==> config.mk <==
export PLATFORM = sky130hd
export DESIGN_NAME = rv32i_multicycle_ctrl_flat
export DESIGN_NICKNAME = d
export VERILOG_FILES = /design/src/rtl/rv32i_multicycle_ctrl_if.sv /design/src/rtl/rv32i_multicycle_ctrl.sv /design/src/flat_wrapper.sv
export SDC_FILE = /design/constraint.sdc
export NUM_CORES = 1
export LEC_CHECK = 0
export ABC_CLOCK_PERIOD_IN_PS = 4860
export BUFFER_PORTS_ARGS = -buffer_cell sky130_fd_sc_hd__buf_2
export CORE_ASPECT_RATIO = 1.5
export CORE_MARGIN = 2
export CORE_UTILIZATION = 50
export CTS_CLUSTER_SIZE = 25
export DETAILED_ROUTE_END_ITERATION = 10
export PLACE_DENSITY = 0.8
export SLEW_MARGIN = 5
export SYNTH_ARGS = -nofsm -noshare
export SYNTH_HDL_FRONTEND = slang
export SYNTH_SLANG_ARGS = --single-unit
==> constraint.sdc <==
create_clock -name clk -period 4.86 [get_ports clk]
set_clock_uncertainty 0.2 [all_clocks]
set_input_delay 0.243 -clock clk [delete_from_list [all_inputs] [get_ports clk]]
set_output_delay 0.243 -clock clk [all_outputs]
set_load 0.005 [all_outputs]
==> src/rtl/rv32i_multicycle_ctrl_if.sv <==
// Fetch/data handshake and control-word bundle between the RV32I control FSM
// (master) and the datapath/memories (slave).
interface rv32i_multicycle_ctrl_if;
    logic        imem_req;
    logic        imem_ready;
    logic [31:0] inst;
    logic        dmem_ready;
    logic        br_taken;
    logic [22:0] cword;

    modport master (
        output imem_req, cword,
        input  imem_ready, inst, dmem_ready, br_taken
    );

    modport slave (
        input  imem_req, cword,
        output imem_ready, inst, dmem_ready, br_taken
    );
endinterface

==> src/rtl/rv32i_multicycle_ctrl.sv <==
// Multicycle control FSM for the RV32I core: fetch handshake, IR, control word, retire count.
// Build option ILLEGAL_TRAP_EN: illegal opcodes trap to HALT instead of retiring as a NOP.
//
// state  | meaning
// IDLE   | out of reset, fetch starts next cycle
// FETCH  | imem_req high, waiting for imem_ready
// DECODE | IR holds the instruction, inst_type valid
// EXEC   | ALU operation; branches resolve and retire here
// MEM    | load/store handshake, waiting for dmem_ready
// WB     | register write-back, PC update, retire
// HALT   | handshake timeout or trap, left only by reset
module rv32i_multicycle_ctrl #(
    parameter int FETCH_WAIT_MAX = 255,
    parameter int PERF_CNT_W     = 32
) (
    input  logic                    clk,
    input  logic                    rst_n,
    rv32i_multicycle_ctrl_if.master bus,
    output logic [PERF_CNT_W-1:0]   instret,
    output logic                    timeout,
    output logic                    trap
);
    localparam int WAIT_W = (FETCH_WAIT_MAX > 1) ? $clog2(FETCH_WAIT_MAX) : 1;

    localparam logic [3:0] T_LOAD  = 4'd0;
    localparam logic [3:0] T_IMM   = 4'd1;
    localparam logic [3:0] T_STORE = 4'd2;
    localparam logic [3:0] T_REG   = 4'd3;
    localparam logic [3:0] T_LUI   = 4'd4;
    localparam logic [3:0] T_AUIPC = 4'd5;
    localparam logic [3:0] T_BRNCH = 4'd6;
    localparam logic [3:0] T_JALR  = 4'd7;
    localparam logic [3:0] T_JAL   = 4'd8;
    localparam logic [3:0] T_ILL   = 4'hF;

    typedef enum logic [2:0] {IDLE, FETCH, DECODE, EXEC, MEM, WB, HALT} state_t;

    typedef struct packed {
        logic [3:0] alu_op;
        logic       br_eval;
        logic       f7b5;
        logic [2:0] funct3;
        logic [1:0] wb_sel;
        logic       mem_wr;
        logic       mem_rd;
        logic       b_sel;
        logic       a_sel;
        logic       rf_we;
        logic       pc_sel;
        logic       pc_we;
        logic       ir_we;
        logic [3:0] inst_type;
    } cword_t;

    state_t            state, state_nx;
    cword_t            cw;
    logic [31:0]       ir;
    logic [3:0]        itype;
    logic [3:0]        alu_op;
    logic [WAIT_W-1:0] wait_cnt;
    logic              imem_req;
    logic              stall;
    logic              wait_lim;
    logic              retire;
    logic              to_hit;
    logic              rd_nz;
    logic              is_jump;
    logic              ir_unused;
`ifdef ILLEGAL_TRAP_EN
    logic              trap_hit;
`endif

    // Immediate bits are consumed by immed_gen from its own copy of the instruction.
    assign ir_unused = ^{ir[31], ir[29:15]};

    assign rd_nz    = |ir[11:7];
    assign is_jump  = (itype == T_JAL) || (itype == T_JALR);
    assign stall    = ((state == FETCH) && !bus.imem_ready) ||
                      ((state == MEM) && !bus.dmem_ready);
    assign wait_lim = (FETCH_WAIT_MAX != 0) &&
                      (wait_cnt == WAIT_W'(FETCH_WAIT_MAX - 1));

    assign bus.cword    = cw;
    assign bus.imem_req = imem_req;

    always_comb begin
        case (ir[6:0])
            7'b0000011: itype = T_LOAD;
            7'b0010011: itype = T_IMM;
            7'b0100011: itype = T_STORE;
            7'b0110011: itype = T_REG;
            7'b0110111: itype = T_LUI;
            7'b0010111: itype = T_AUIPC;
            7'b1100011: itype = T_BRNCH;
            7'b1100111: itype = T_JALR;
            7'b1101111: itype = T_JAL;
            default:    itype = T_ILL;
        endcase
    end

    // funct7[5] selects sub/sra only for register ops and for immediate shifts-right.
    always_comb begin
        alu_op = 4'd0;
        if ((itype == T_REG) || (itype == T_IMM))
            alu_op = {ir[30] & ((itype == T_REG) || (ir[14:12] == 3'b101)), ir[14:12]};
        else if (itype == T_BRNCH)
            alu_op = 4'b1000;
    end

    always_comb begin
        state_nx = state;
        cw       = '0;
        imem_req = 1'b0;
        retire   = 1'b0;
        to_hit   = 1'b0;
`ifdef ILLEGAL_TRAP_EN
        trap_hit = 1'b0;
`endif
        if (state inside {DECODE, EXEC, MEM, WB}) begin
            cw.inst_type = itype;
            cw.funct3    = ir[14:12];
            cw.f7b5      = ir[30];
            cw.alu_op    = alu_op;
            cw.a_sel     = (itype == T_AUIPC) || (itype == T_JAL);
            cw.b_sel     = itype inside {T_LOAD, T_IMM, T_STORE, T_LUI, T_AUIPC, T_JAL, T_JALR};
            if (itype == T_LOAD)
                cw.wb_sel = 2'd1;
            else if (is_jump)
                cw.wb_sel = 2'd2;
            else if (itype == T_LUI)
                cw.wb_sel = 2'd3;
        end

        case (state)
            IDLE: state_nx = FETCH;
            FETCH: begin
                imem_req = 1'b1;
                if (bus.imem_ready) begin
                    cw.ir_we = 1'b1;
                    state_nx = DECODE;
                end else if (wait_lim) begin
                    to_hit   = 1'b1;
                    state_nx = HALT;
                end
            end
            DECODE: begin
                state_nx = EXEC;
`ifdef ILLEGAL_TRAP_EN
                if (itype == T_ILL) begin
                    trap_hit = 1'b1;
                    state_nx = HALT;
                end
`endif
            end
            EXEC: begin
                if (itype == T_BRNCH) begin
                    cw.br_eval = 1'b1;
                    cw.pc_we   = 1'b1;
                    cw.pc_sel  = bus.br_taken;
                    retire     = 1'b1;
                    state_nx   = FETCH;
                end else if ((itype == T_LOAD) || (itype == T_STORE)) begin
                    state_nx = MEM;
                end else begin
                    state_nx = WB;
                end
            end
            MEM: begin
                cw.mem_rd = (itype == T_LOAD);
                cw.mem_wr = (itype != T_LOAD);
                if (bus.dmem_ready) begin
                    if (itype == T_LOAD) begin
                        state_nx = WB;
                    end else begin
                        cw.pc_we = 1'b1;
                        retire   = 1'b1;
                        state_nx = FETCH;
                    end
                end else if (wait_lim) begin
                    to_hit   = 1'b1;
                    state_nx = HALT;
                end
            end
            WB: begin
                cw.rf_we  = rd_nz && (itype != T_ILL);
                cw.pc_we  = 1'b1;
                cw.pc_sel = is_jump;
                retire    = 1'b1;
                state_nx  = FETCH;
            end
            HALT:    state_nx = HALT;
            default: state_nx = IDLE;
        endcase
    end

    always_ff @(posedge clk or negedge rst_n) begin
        if (!rst_n) begin
            state    <= IDLE;
            ir       <= '0;
            instret  <= '0;
            timeout  <= 1'b0;
            wait_cnt <= '0;
        end else begin
            state <= state_nx;
            if (cw.ir_we)
                ir <= bus.inst;
            if (retire)
                instret <= instret + PERF_CNT_W'(1);
            if (to_hit)
                timeout <= 1'b1;
            if (state_nx != state)
                wait_cnt <= '0;
            else if (stall)
                wait_cnt <= wait_cnt + WAIT_W'(1);
        end
    end

`ifdef ILLEGAL_TRAP_EN
    always_ff @(posedge clk or negedge rst_n) begin
        if (!rst_n)
            trap <= 1'b0;
        else if (trap_hit)
            trap <= 1'b1;
    end
`else
    assign trap = 1'b0;
`endif
endmodule

==> src/flat_wrapper.sv <==
// flat-port wrapper written by rule: the top's interface ports become plain ports
module rv32i_multicycle_ctrl_flat 
#(
    parameter int FETCH_WAIT_MAX = 255,
    parameter int PERF_CNT_W     = 32
)
  (clk, rst_n, instret, timeout, trap, bus_imem_req, bus_cword, bus_imem_ready, bus_inst, bus_dmem_ready, bus_br_taken);
  rv32i_multicycle_ctrl_if bus_i ();
  input  logic clk;
  input  logic rst_n;
  output logic [PERF_CNT_W-1:0] instret;
  output logic timeout;
  output logic trap;
  output wire logic [$bits(bus_i.imem_req)-1:0] bus_imem_req;
  output wire logic [$bits(bus_i.cword)-1:0] bus_cword;
  input wire logic [$bits(bus_i.imem_ready)-1:0] bus_imem_ready;
  input wire logic [$bits(bus_i.inst)-1:0] bus_inst;
  input wire logic [$bits(bus_i.dmem_ready)-1:0] bus_dmem_ready;
  input wire logic [$bits(bus_i.br_taken)-1:0] bus_br_taken;
  assign bus_imem_req = bus_i.imem_req;
  assign bus_cword = bus_i.cword;
  assign bus_i.imem_ready = bus_imem_ready;
  assign bus_i.inst = bus_inst;
  assign bus_i.dmem_ready = bus_dmem_ready;
  assign bus_i.br_taken = bus_br_taken;
  rv32i_multicycle_ctrl #(.FETCH_WAIT_MAX(FETCH_WAIT_MAX), .PERF_CNT_W(PERF_CNT_W)) u_core (.clk(clk), .rst_n(rst_n), .bus(bus_i), .instret(instret), .timeout(timeout), .trap(trap));
endmodule
==> results.json, run 1 <==
{
  "result_of_the_run": "finished clean",
  "gr-usage-met3": 0.0582,
  "worst_case_hold_slack_ns": 0.0900,
  "maximum_number_of_pins_on_one_net_before_global_route_repair": 61,
  "num_antenna_cells": 0,
  "worst_slew_pin_slew_ns": 0.730,
  "antenna_found_initial": 0,
  "placed_cells_incl_taps": 448,
  "nNetsFinal": 443,
  "setup_total_negative_slack_ns": 0,
  "cts_root_buffer": "sky130_fd_sc_hd__clkbuf_8",
  "core-area_um2": 6170,
  "post-route-period-util": 0.634,
  "post_layout_instance_area_um2": 3990,
  "finalWorstPathRequiredPeriod_ns": 3.08,
  "synth.ff_latch_count": 60,
  "reg2reg_slack_ns": 2.40,
  "clock_insertion_delay_at_the_later_pin_of_the_skew_report_ns": 0.36,
  "end_of_the_worst_register_to_register_path": "u_core.instret[9]",
  "placement.cell_area_um2": 3620,
  "die_height_um": 102,
  "seq_total_area_yosys": 0.467,
  "chipWidth_um": 69.4,
  "final-instance-count-excl-fill": 481,
  "yosys_warnings": 0,
  "grt_remaining_overflow": 0,
  "globalplace.congestion": 0.890,
  "primary_ff_master_synth": "sky130_fd_sc_hd__dfrtp_1",
  "cts.path.max_buffers": 2,
  "drv.max_cap_violation_count": 0,
  "totalWireLength_um": 7350,
  "worst_hold_startpoint": "bus_imem_ready",
  "cp-end-kind": "output port",
  "static-leakage-power_nw": 1.95,
  "post_synth_num_cell_types": 51,
  "fin_util": 0.646,
  "switching_share": 0.382,
  "syn2layout_area_growth_pct": 24.2,
  "drt_initial_violations": 138,
  "globalRouteMet1Util": 0.252,
  "crit_path_max_fanout": 11,
  "fmax_ghz": 0.325,
  "asyncSetResetFlopFracSynth": 1.00,
  "power_report.internal_total_mw": 1.13,
  "postRouteAntennaNets": 0,
  "cts.clk_slew.worst_paths_ns": 0.07,
  "setup_slack_ns": 1.78,
  "worst_hold_path.endpoint": "u_core.state[0]",
  "timing.setup.critical_path_class": "flip-flop to output port",
  "layout.filler_cells": 475,
  "critical-path-max-stage-delay_ns": 0.57,
  "detail_route.vias_per_cell": 5.54,
  "avgSynthCellArea_um2": 10.2,
  "place.detailed.hpwl_um": 5060,
  "synth_nets": 355,
  "grtUsageMet2": 0.375,
  "number_of_clock_sinks_seen_by_cts": 60,
  "switchingPower_mw": 0.701,
  "grt_usage": 0.217,
  "drt-pass1-iter-count": 4,
  "cell_with_the_largest_stage_delay_on_the_worst_path": "sky130_fd_sc_hd__nor4_1",
  "finalSetupViolations": 0,
  "timing.slew.headroom": 0.513,
  "critical-path-top-delay-family": "simple AND/OR/NAND/NOR gates",
  "rsz_0062_raised_after_global_routing": "no",
  "boundaryPins": 95,
  "grt_pass1_vias": 2696,
  "synthesis.area_um2": 3210,
  "tritoncts": "yes",
  "gate_power_share": 0.343,
  "layout.area.seq_um2": 1500,
  "worstPathCellList": "inv_1 -> ha_1 -> nand2b_1 -> nor4_1 -> nand2_1 -> o22ai_1 -> buf_2",
  "seqPwrFrac": 0.410,
  "critPathLaunchType": "flip-flop",
  "drc": 0,
  "worst_hold_path.num_cells": 3,
  "fp_rows": 35,
  "powerDensity_nw_per_um2": 460,
  "final_layout_size_suffix_gt1_frac": 0.300,
  "hold_viol_final": 0,
  "vdd.ir_drop.worst_v": 0.000343,
  "globalRoute.busiestLayer": "met2",
  "wire_length_of_the_first_global_routing_pass_um": 12200,
  "initial_standard_cell_utilization_of_the_core": 0.520,
  "power_frac_clock": 0.248,
  "cts_inserted_buffers": 9,
  "final-max-slew-violation-count": 0,
  "drt-wirelength-per-cell_um": 15.3,
  "number_of_synthesized_flops_with_an_enable_pin": 0,
  "htree_levels": 3,
  "via_total_after_detailed_routing": 2667,
  "holdCritPathClass": "input pin to flip-flop",
  "total_power_mw": 1.83,
  "worst-endpoint-arrival_ns": 2.64,
  "postSynthCellCount": 314,
  "critical_path.n_buffers_inverters": 2,
  "pre_cts_slack_ns": 2.19,
  "worst_r2r_path_depth": 6,
  "dieArea_um2": 7090,
  "multi_input_area_um2": 1590,
  "critical_path.reg2reg.startpoint": "u_core.ir[3]",
  "port_buffers": 77,
  "postCtsSetupRepairBufs": 0,
  "critPathRequiredTime_ns": 4.42
}
[layout make-up]
type / instances / area share
multi-input cells: 227 / 0.400
flip-flops and latches: 60 / 0.376
repair buffers: 96 / 0.143
clock buffers: 9 / 0.0311
well taps: 74 / 0.0232
clock inverters: 7 / 0.0191
inverters: 8 / 0.00753
[layer usage]
| metal | vias to the layer above | wire [um] |
|---|---|---|
| met5 | - | 0 |
| met1 | 1289 | 2950 |
| met4 | 0 | 201 |
| met3 | 20 | 269 |
| met2 | 68 | 3930 |
| li1 | 1290 | - |
[placed cells by master, fill, tap and decap left out, drive strengths merged, types with 2 or more instances in the layout]
cell type    count
buf             79
dfrtp           60
xnor2           28
nand2           23
nor2            19
nand4           18
dlygate4sd3     17
mux2            15
nand3           14
and3            12
and2             9
xor2             9
clkbuf           9
a21oi            9
inv              9
o21ai            8
and4             8
nor2b            6
nand2b           5
nor3             5
ha               4
or3b             3
nor4             3
clkinv           3
a221o            2
a31oi            2
and3b            2
o211ai           2
or3              2
o22ai            2
a21o             2
clkinvlp         2
or4              2
a211oi           2
[tightest hold or removal path: stages]
cell and delay [ns]:
sky130_fd_sc_hd__buf_2 0.11, sky130_fd_sc_hd__o21ai_0 0.10, sky130_fd_sc_hd__o211a_1 0.14
[worst max path at each step]
stage	cells after the start	slack, ns	from	endpoint
3_3_place_gp	7	2.27	u_core.state[1]	bus_cword[22]
6_report	7	1.78	u_core.state[1]	bus_cword[22]
4_1_cts	7	1.81	u_core.state[1]	bus_cword[22]
5_1_grt	7	1.57	u_core.state[1]	bus_cword[22]
2_1_floorplan	8	2.79	u_core.state[1]	u_core.instret[3]
3_5_place_dp	7	2.19	u_core.state[1]	bus_cword[22]
[timing repair]
item                                   CTS  global route
endpoints found under the hold margin   76             0
hold buffers                            17             0
gates resized for setup                  0             0
[synthesized netlist by cell type (all sizes together), types with 4 or more instances]
cell type / instances / area [um2]
buf: 8 / 50.1
and2: 9 / 56.3
a21oi: 9 / 56.3
and4: 8 / 72.6
nand2: 23 / 86.3
mux2: 15 / 169
nor2: 19 / 71.3
nor2b: 6 / 37.5
and3: 12 / 75.1
nor3: 5 / 41.3
xnor2: 28 / 245
o21ai: 8 / 40.0
nand3: 14 / 70.1
nand2b: 5 / 31.3
ha: 4 / 50.1
inv: 8 / 30.0
xor2: 9 / 78.8
dfrtp: 60 / 1500
clkbuf: 11 / 41.3
nand4: 18 / 113
[sequential cells by signal (all words and copies together) (netlist names)]
signal           cells
u_core.state         3
u_core.timeout       1
u_core.instret      32
u_core.ir           16
u_core.wait_cnt      8
[power by group through the flow]
stage | clock (mW) | sequential [mW] | combinational [mW]
floorplan | 0 | 0.668 | 0.510
global placement | 0 | 0.750 | 0.603
detailed placement | 0 | 0.755 | 0.617
CTS | 0.462 | 0.746 | 0.630
global route | 0.483 | 0.774 | 0.701
finish | 0.454 | 0.752 | 0.628
[kinds of logic (layout without fill, tap and decap cells)]
group	count (synthesis)	after routing	synth area share
compound gates	39	39	0.0896
mux	15	15	0.0526
other cells	1	1	0.00117
fa+ha+maj	4	4	0.0156
xor+xnor	37	37	0.101
buf+inv	27	120	0.0378
simple gates	131	131	0.235
flops	60	60	0.467
No activity file was read; power rests on OpenSTA's default activity.
==> run 2, diff against run 1 <==
--- a/config.mk
+++ b/config.mk
@@ -5,14 +5,14 @@
 export SDC_FILE = /design/constraint.sdc
 export NUM_CORES = 1
 export LEC_CHECK = 0
-export ABC_CLOCK_PERIOD_IN_PS = 4860
+export ABC_CLOCK_PERIOD_IN_PS = 2620
 export BUFFER_PORTS_ARGS = -buffer_cell sky130_fd_sc_hd__buf_2
 export CORE_ASPECT_RATIO = 1.5
 export CORE_MARGIN = 2
-export CORE_UTILIZATION = 50
+export CORE_UTILIZATION = 47
 export CTS_CLUSTER_SIZE = 25
 export DETAILED_ROUTE_END_ITERATION = 10
-export PLACE_DENSITY = 0.8
+export PLACE_DENSITY = 0.79
 export SLEW_MARGIN = 5
 export SYNTH_ARGS = -nofsm -noshare
 export SYNTH_HDL_FRONTEND = slang
==> constraint.sdc (replaced) <==
create_clock -name clk -period 2.62 [get_ports clk]
set_clock_uncertainty 0.2 [all_clocks]
set_input_delay 0.131 -clock clk [delete_from_list [all_inputs] [get_ports clk]]
set_output_delay 0.131 -clock clk [all_outputs]
set_load 0.005 [all_outputs]
==> run 2 against run 1 <==
Sequential share of layout area fell by 1.1 points. First-iteration DRC count rose by 21%. Clock-buffer cell count rose by 2. Flip-flop and latch count did not move. Wire length rose by 1.9%. Power rose by 98%. Die area rose by 6.1%. Final area rose by 3.0%. Worst setup slack got worse by 1.6 ns. Clock power rose by 110%. Via count rose by 1.5%. Sequential power rose by 78%. Critical endpoint is now bus_cword[5].
==> results.json, run 2 (synthesis results as in run 1) <==
{
  "finalWorstPathRequiredPeriod_ns": 2.47,
  "via_total_after_detailed_routing": 2708,
  "crit_path_max_fanout": 22,
  "post-route-period-util": 0.942,
  "grt_usage": 0.206,
  "syn2layout_area_growth_pct": 28.0,
  "largest_register_ffs": 32,
  "drt-wirelength-per-cell_um": 15.2,
  "vdd.ir_drop.worst_v": 0.000731,
  "antenna_found_initial": 0,
  "largestRegisters": "u_core.instret (32), u_core.ir (16), u_core.wait_cnt (8)",
  "num_antenna_cells": 0,
  "cts_root_buffer": "sky130_fd_sc_hd__clkbuf_8",
  "worst_case_hold_slack_ns": 0.0100,
  "detail_route.vias_per_cell": 5.50,
  "timing.slew.headroom": 0.489,
  "postRouteAntennaNets": 0,
  "clock_insertion_delay_at_the_later_pin_of_the_skew_report_ns": 0.34,
  "core-area_um2": 6580,
  "cts_inserted_buffers": 9,
  "htree_levels": 3,
  "rsz_0062_raised_after_global_routing": "no",
  "fmax_ghz": 0.405,
  "result_of_the_run": "finished clean",
  "drc": 0,
  "final_common_cell": "sky130_fd_sc_hd__buf_2",
  "layout.filler_cells": 508,
  "worst_slew_pin_slew_ns": 0.766,
  "port_buffers": 77,
  "cts.clk_slew.worst_paths_ns": 0.07,
  "wire_length_of_the_first_global_routing_pass_um": 12400,
  "dieArea_um2": 7520,
  "drt-pass1-iter-count": 4,
  "fp_rows": 36,
  "drt_initial_violations": 167,
  "holdCritPathClass": "input pin to flip-flop",
  "critPathLaunchType": "flip-flop",
  "place.detailed.hpwl_um": 5050,
  "grt_remaining_overflow": 0,
  "most-common-layout-cells": "sky130_fd_sc_hd__buf_2, sky130_fd_sc_hd__dfrtp_1, sky130_fd_sc_hd__xnor2_1, sky130_fd_sc_hd__nand2_1, sky130_fd_sc_hd__nor2_1",
  "cts.path.max_buffers": 2,
  "finalSetupViolations": 0,
  "number_of_clock_sinks_seen_by_cts": 60,
  "tritoncts": "yes",
  "worst-endpoint-arrival_ns": 2.14,
  "setup_total_negative_slack_ns": 0,
  "critPathRequiredTime_ns": 2.29,
  "boundaryPins": 95,
  "timing.setup.critical_path_class": "flip-flop to output port",
  "maximum_number_of_pins_on_one_net_before_global_route_repair": 61,
  "globalplace.congestion": 0.914,
  "die_height_um": 105,
  "grt_pass1_vias": 2702,
  "static-leakage-power_nw": 2.02,
  "hold_viol_final": 0,
  "chipWidth_um": 71.5,
  "nNetsFinal": 453,
  "final_layout_size_suffix_gt1_frac": 0.320,
  "powerDensity_nw_per_um2": 885,
  "totalWireLength_um": 7490,
  "layout.area.seq_um2": 1500,
  "drv.max_cap_violation_count": 0,
  "multi_input_area_um2": 1610,
  "cp-end-kind": "output port",
  "top_register": "u_core.instret",
  "initial_standard_cell_utilization_of_the_core": 0.488,
  "final-max-slew-violation-count": 0
}
-- run 2: worst paths after layout --
kind / startpoint / endpoint / slack [ns] / cells after the start
max in group asynchronous: rst_n / u_core.state[1] / 1.35 / 3
worst max register to register: u_core.ir[2] / u_core.wait_cnt[1] / 0.34 / 6
worst max-delay path: u_core.state[1] / bus_cword[5] / 0.15 / 5
worst min register to register: u_core.timeout / u_core.timeout / 0.26 / 1
worst min-delay path: bus_dmem_ready / u_core.state[2] / 0.01 / 4
min in group asynchronous: rst_n / u_core.instret[31] / 0.29 / 3
-- run 2: power by group --
part	leakage [nW]	internal (mW)	switching [mW]	total, mW
Clock	0.111	0.580	0.362	0.942
Combinational	1.11	0.636	0.722	1.36
Sequential	0.793	1.11	0.231	1.34
Total	2.02	2.32	1.31	3.64
-- run 2: what timing repair did --
action,in CTS,in global routing
setup endpoints to repair,4,1
hold endpoints to repair,77,0
hold buffers,18,0
gates resized for setup,1,3
buffers inserted,0,2
-- run 2: area by class of cell --
class	count	area share
clock buffers	11	0.0368
well taps	76	0.0231
repair buffers	106	0.158
inverters	8	0.00731
clock inverters	4	0.0177
multi-input cells	227	0.391
flip-flops and latches	60	0.366
-- run 2: stage by stage --
stage | cells | util | power [mW] | cell area (um2) | setup slack (ns)
after floorplan | 314 | - | 2.18 | 3210 | 0.547
after global placement | 457 | 0.559 | 2.58 | 3670 | 0.346
after detailed placement | 457 | 0.559 | 2.62 | 3670 | 0.325
after CTS | 490 | 0.621 | 3.60 | 4080 | 0.0707
after global routing | 492 | 0.625 | 3.87 | 4110 | 0.0473
final | 492 | 0.625 | 3.64 | 4110 | 0.153
-- run 2: worst max-delay path, stage by stage, from the launching register on --
cell,delay (ns)
sky130_fd_sc_hd__dfrtp_2,0.47
sky130_fd_sc_hd__or3b_1,0.46
sky130_fd_sc_hd__a311oi_2,0.33
sky130_fd_sc_hd__nor3_4,0.06
sky130_fd_sc_hd__inv_2,0.29
sky130_fd_sc_hd__buf_2,0.19
-- run 2: routing by layer --
metal,vias to the layer above,track usage,part of all wire
met5,-,0,0
met4,0,0.101,0.019
met3,13,0.0392,0.037
met1,1317,0.248,0.41
met2,76,0.348,0.53
li1,1302,-,-
==> run 3, diff against run 2 <==
--- a/config.mk
+++ b/config.mk
@@ -9,10 +9,10 @@
 export BUFFER_PORTS_ARGS = -buffer_cell sky130_fd_sc_hd__buf_2
 export CORE_ASPECT_RATIO = 1.5
 export CORE_MARGIN = 2
-export CORE_UTILIZATION = 47
+export CORE_UTILIZATION = 30
 export CTS_CLUSTER_SIZE = 25
 export DETAILED_ROUTE_END_ITERATION = 10
-export PLACE_DENSITY = 0.79
+export PLACE_DENSITY = 0.55
 export SLEW_MARGIN = 5
 export SYNTH_ARGS = -nofsm -noshare
 export SYNTH_HDL_FRONTEND = slang
==> run 3 against run 2 <==
Via count increased by 0.66%. Power up 12%. Wire length increased by 10%. Utilization is 21 points lower. Flip-flop and latch count is the same. Combinational power about the same. Global-route usage fell by 5.7 points. Clock power increased by 46%. Non-clock buffer count is 4 higher.
==> results.json, run 3 (synthesis results as in run 1) <==
{
  "boundaryPins": 95,
  "final_common_cell": "sky130_fd_sc_hd__buf_2",
  "power_frac_clock": 0.338,
  "seqPwrFrac": 0.324,
  "top_register": "u_core.instret",
  "final_layout_size_suffix_gt1_frac": 0.323,
  "via_total_after_detailed_routing": 2726,
  "finalSetupViolations": 0,
  "rsz_0062_raised_after_global_routing": "no",
  "cts.path.max_buffers": 2,
  "grt_remaining_overflow": 0,
  "finalWorstPathRequiredPeriod_ns": 2.46,
  "drt-wirelength-per-cell_um": 14.6,
  "initial_standard_cell_utilization_of_the_core": 0.305,
  "worst_r2r_path_depth": 6,
  "globalplace.congestion": 0.837,
  "gate_power_share": 0.338,
  "cts_inserted_buffers": 9,
  "num_antenna_cells": 0,
  "htree_levels": 3,
  "antenna_found_initial": 0,
  "post-route-period-util": 0.938,
  "vdd.ir_drop.worst_v": 0.000585,
  "powerDensity_nw_per_um2": 940,
  "worst_hold_path.num_cells": 4,
  "number_of_clock_sinks_seen_by_cts": 60,
  "cts.clk_slew.worst_paths_ns": 0.05,
  "critPathRequiredTime_ns": 2.29,
  "critPathLaunchType": "flip-flop",
  "dieArea_um2": 11600,
  "drc": 0,
  "critical_path.n_buffers_inverters": 2,
  "critical-path-top-delay-family": "simple AND/OR/NAND/NOR gates",
  "syn2layout_area_growth_pct": 34.9,
  "crit_path_max_fanout": 22,
  "drv.max_cap_violation_count": 0,
  "postRouteAntennaNets": 0,
  "final-max-slew-violation-count": 0,
  "hold_viol_final": 0,
  "detail_route.vias_per_cell": 4.82,
  "worst_slew_pin_slew_ns": 0.678,
  "totalWireLength_um": 8260,
  "clock_insertion_delay_at_the_later_pin_of_the_skew_report_ns": 0.33,
  "place.detailed.hpwl_um": 5850,
  "wire_length_of_the_first_global_routing_pass_um": 13200,
  "maximum_number_of_pins_on_one_net_before_global_route_repair": 33,
  "drt-pass1-iter-count": 6,
  "worst_case_hold_slack_ns": 0.0274,
  "die_height_um": 131,
  "fmax_ghz": 0.407,
  "result_of_the_run": "finished clean",
  "tritoncts": "yes",
  "drt_initial_violations": 109,
  "core-area_um2": 10500,
  "port_buffers": 77,
  "timing.slew.headroom": 0.548,
  "worst-endpoint-arrival_ns": 2.13,
  "largestRegisters": "u_core.instret (32), u_core.ir (16), u_core.wait_cnt (8)",
  "most-common-layout-cells": "sky130_fd_sc_hd__buf_2, sky130_fd_sc_hd__dfrtp_1, sky130_fd_sc_hd__xnor2_1, sky130_fd_sc_hd__nand2_1, sky130_fd_sc_hd__nor2_1",
  "power_report.internal_total_mw": 2.71,
  "critical-path-max-stage-delay_ns": 0.47,
  "final-instance-count-excl-fill": 565,
  "switchingPower_mw": 1.37,
  "cell_with_the_largest_stage_delay_on_the_worst_path": "sky130_fd_sc_hd__dfrtp_1",
  "switching_share": 0.335,
  "worstPathCellList": "nor4_2 -> a311oi_2 -> nor3_4 -> inv_4 -> buf_2",
  "setup_total_negative_slack_ns": 0,
  "largest_register_ffs": 32,
  "holdCritPathClass": "input pin to flip-flop",
  "cp-end-kind": "output port",
  "cts_root_buffer": "sky130_fd_sc_hd__clkbuf_16",
  "grt_pass1_vias": 2680,
  "critical_path_depth": 5,
  "timing.setup.critical_path_class": "flip-flop to output port",
  "chipWidth_um": 88.5,
  "static-leakage-power_nw": 2.09,
  "fp_rows": 46,
  "grt_usage": 0.149,
  "placed_cells_incl_taps": 528,
  "nNetsFinal": 457
}
==> run 3: worst paths after layout <==
path                                           end           start  slack (ns)
max in group asynchronous       u_core.instret[18]           rst_n        1.16
worst max-delay path                  bus_cword[5]    u_core.ir[3]        0.16
worst min-delay path               u_core.state[2]  bus_imem_ready        0.03
min in group asynchronous       u_core.wait_cnt[7]           rst_n        0.18
worst max register to register   u_core.instret[9]    u_core.ir[3]        0.35
worst min register to register      u_core.timeout  u_core.timeout        0.26
==> run 3: area by class of cell <==
type	count	area, um2
well taps	144	180
clock buffers	10	239
inverters	8	32.5
flip-flops and latches	60	1500
clock inverters	6	111
repair buffers	110	676
multi-input cells	227	1590
fillers	1046	6200
==> run 3: metrics by stage <==
step | power [mW] | cell area (um2) | utilization | setup WS, ns
2_1_floorplan | 2.18 | 3210 | - | 0.547
3_3_place_gp | 2.66 | 3780 | 0.359 | 0.273
3_5_place_dp | 2.68 | 3780 | 0.359 | 0.283
4_1_cts | 4.11 | 4300 | 0.408 | 0.0603
5_1_grt | 4.34 | 4330 | 0.411 | 0.00112
6_report | 4.08 | 4330 | 0.411 | 0.163
==> run 3: repair_timing <==
action,4_1_cts,5_1_grt
buffers inserted,0,4
endpoints found under the hold margin,44,0
setup endpoints to repair,0,1
hold buffers,17,0
resized for setup,0,2
==> run 3: worst reg2reg max path: cells and delay by family, from the launching register on <==
family,cells,cell delay [ns]
buffers and inverters,1,0.18
AND/OR/NAND/NOR,3,0.96
XOR/XNOR,1,0.13
flip-flops,1,0.47
AO/OA/AOI/OAI,1,0.20
==> run 3: power groups by stage <==
stage                     combinational, mW  sequential (mW)  clock (mW)
final                                  1.38             1.32        1.38
after global routing                   1.53             1.36        1.45
after CTS                              1.38             1.32        1.41
after detailed placement               1.35             1.33           0
after global placement                 1.34             1.32           0
after floorplan                       0.947             1.24           0
==> run 3: routing by layer <==
layer	wire (um)	global-route usage
met5	0	0
met1	3540	0.186
met2	4270	0.242
met4	189	0.0686
met3	255	0.0358
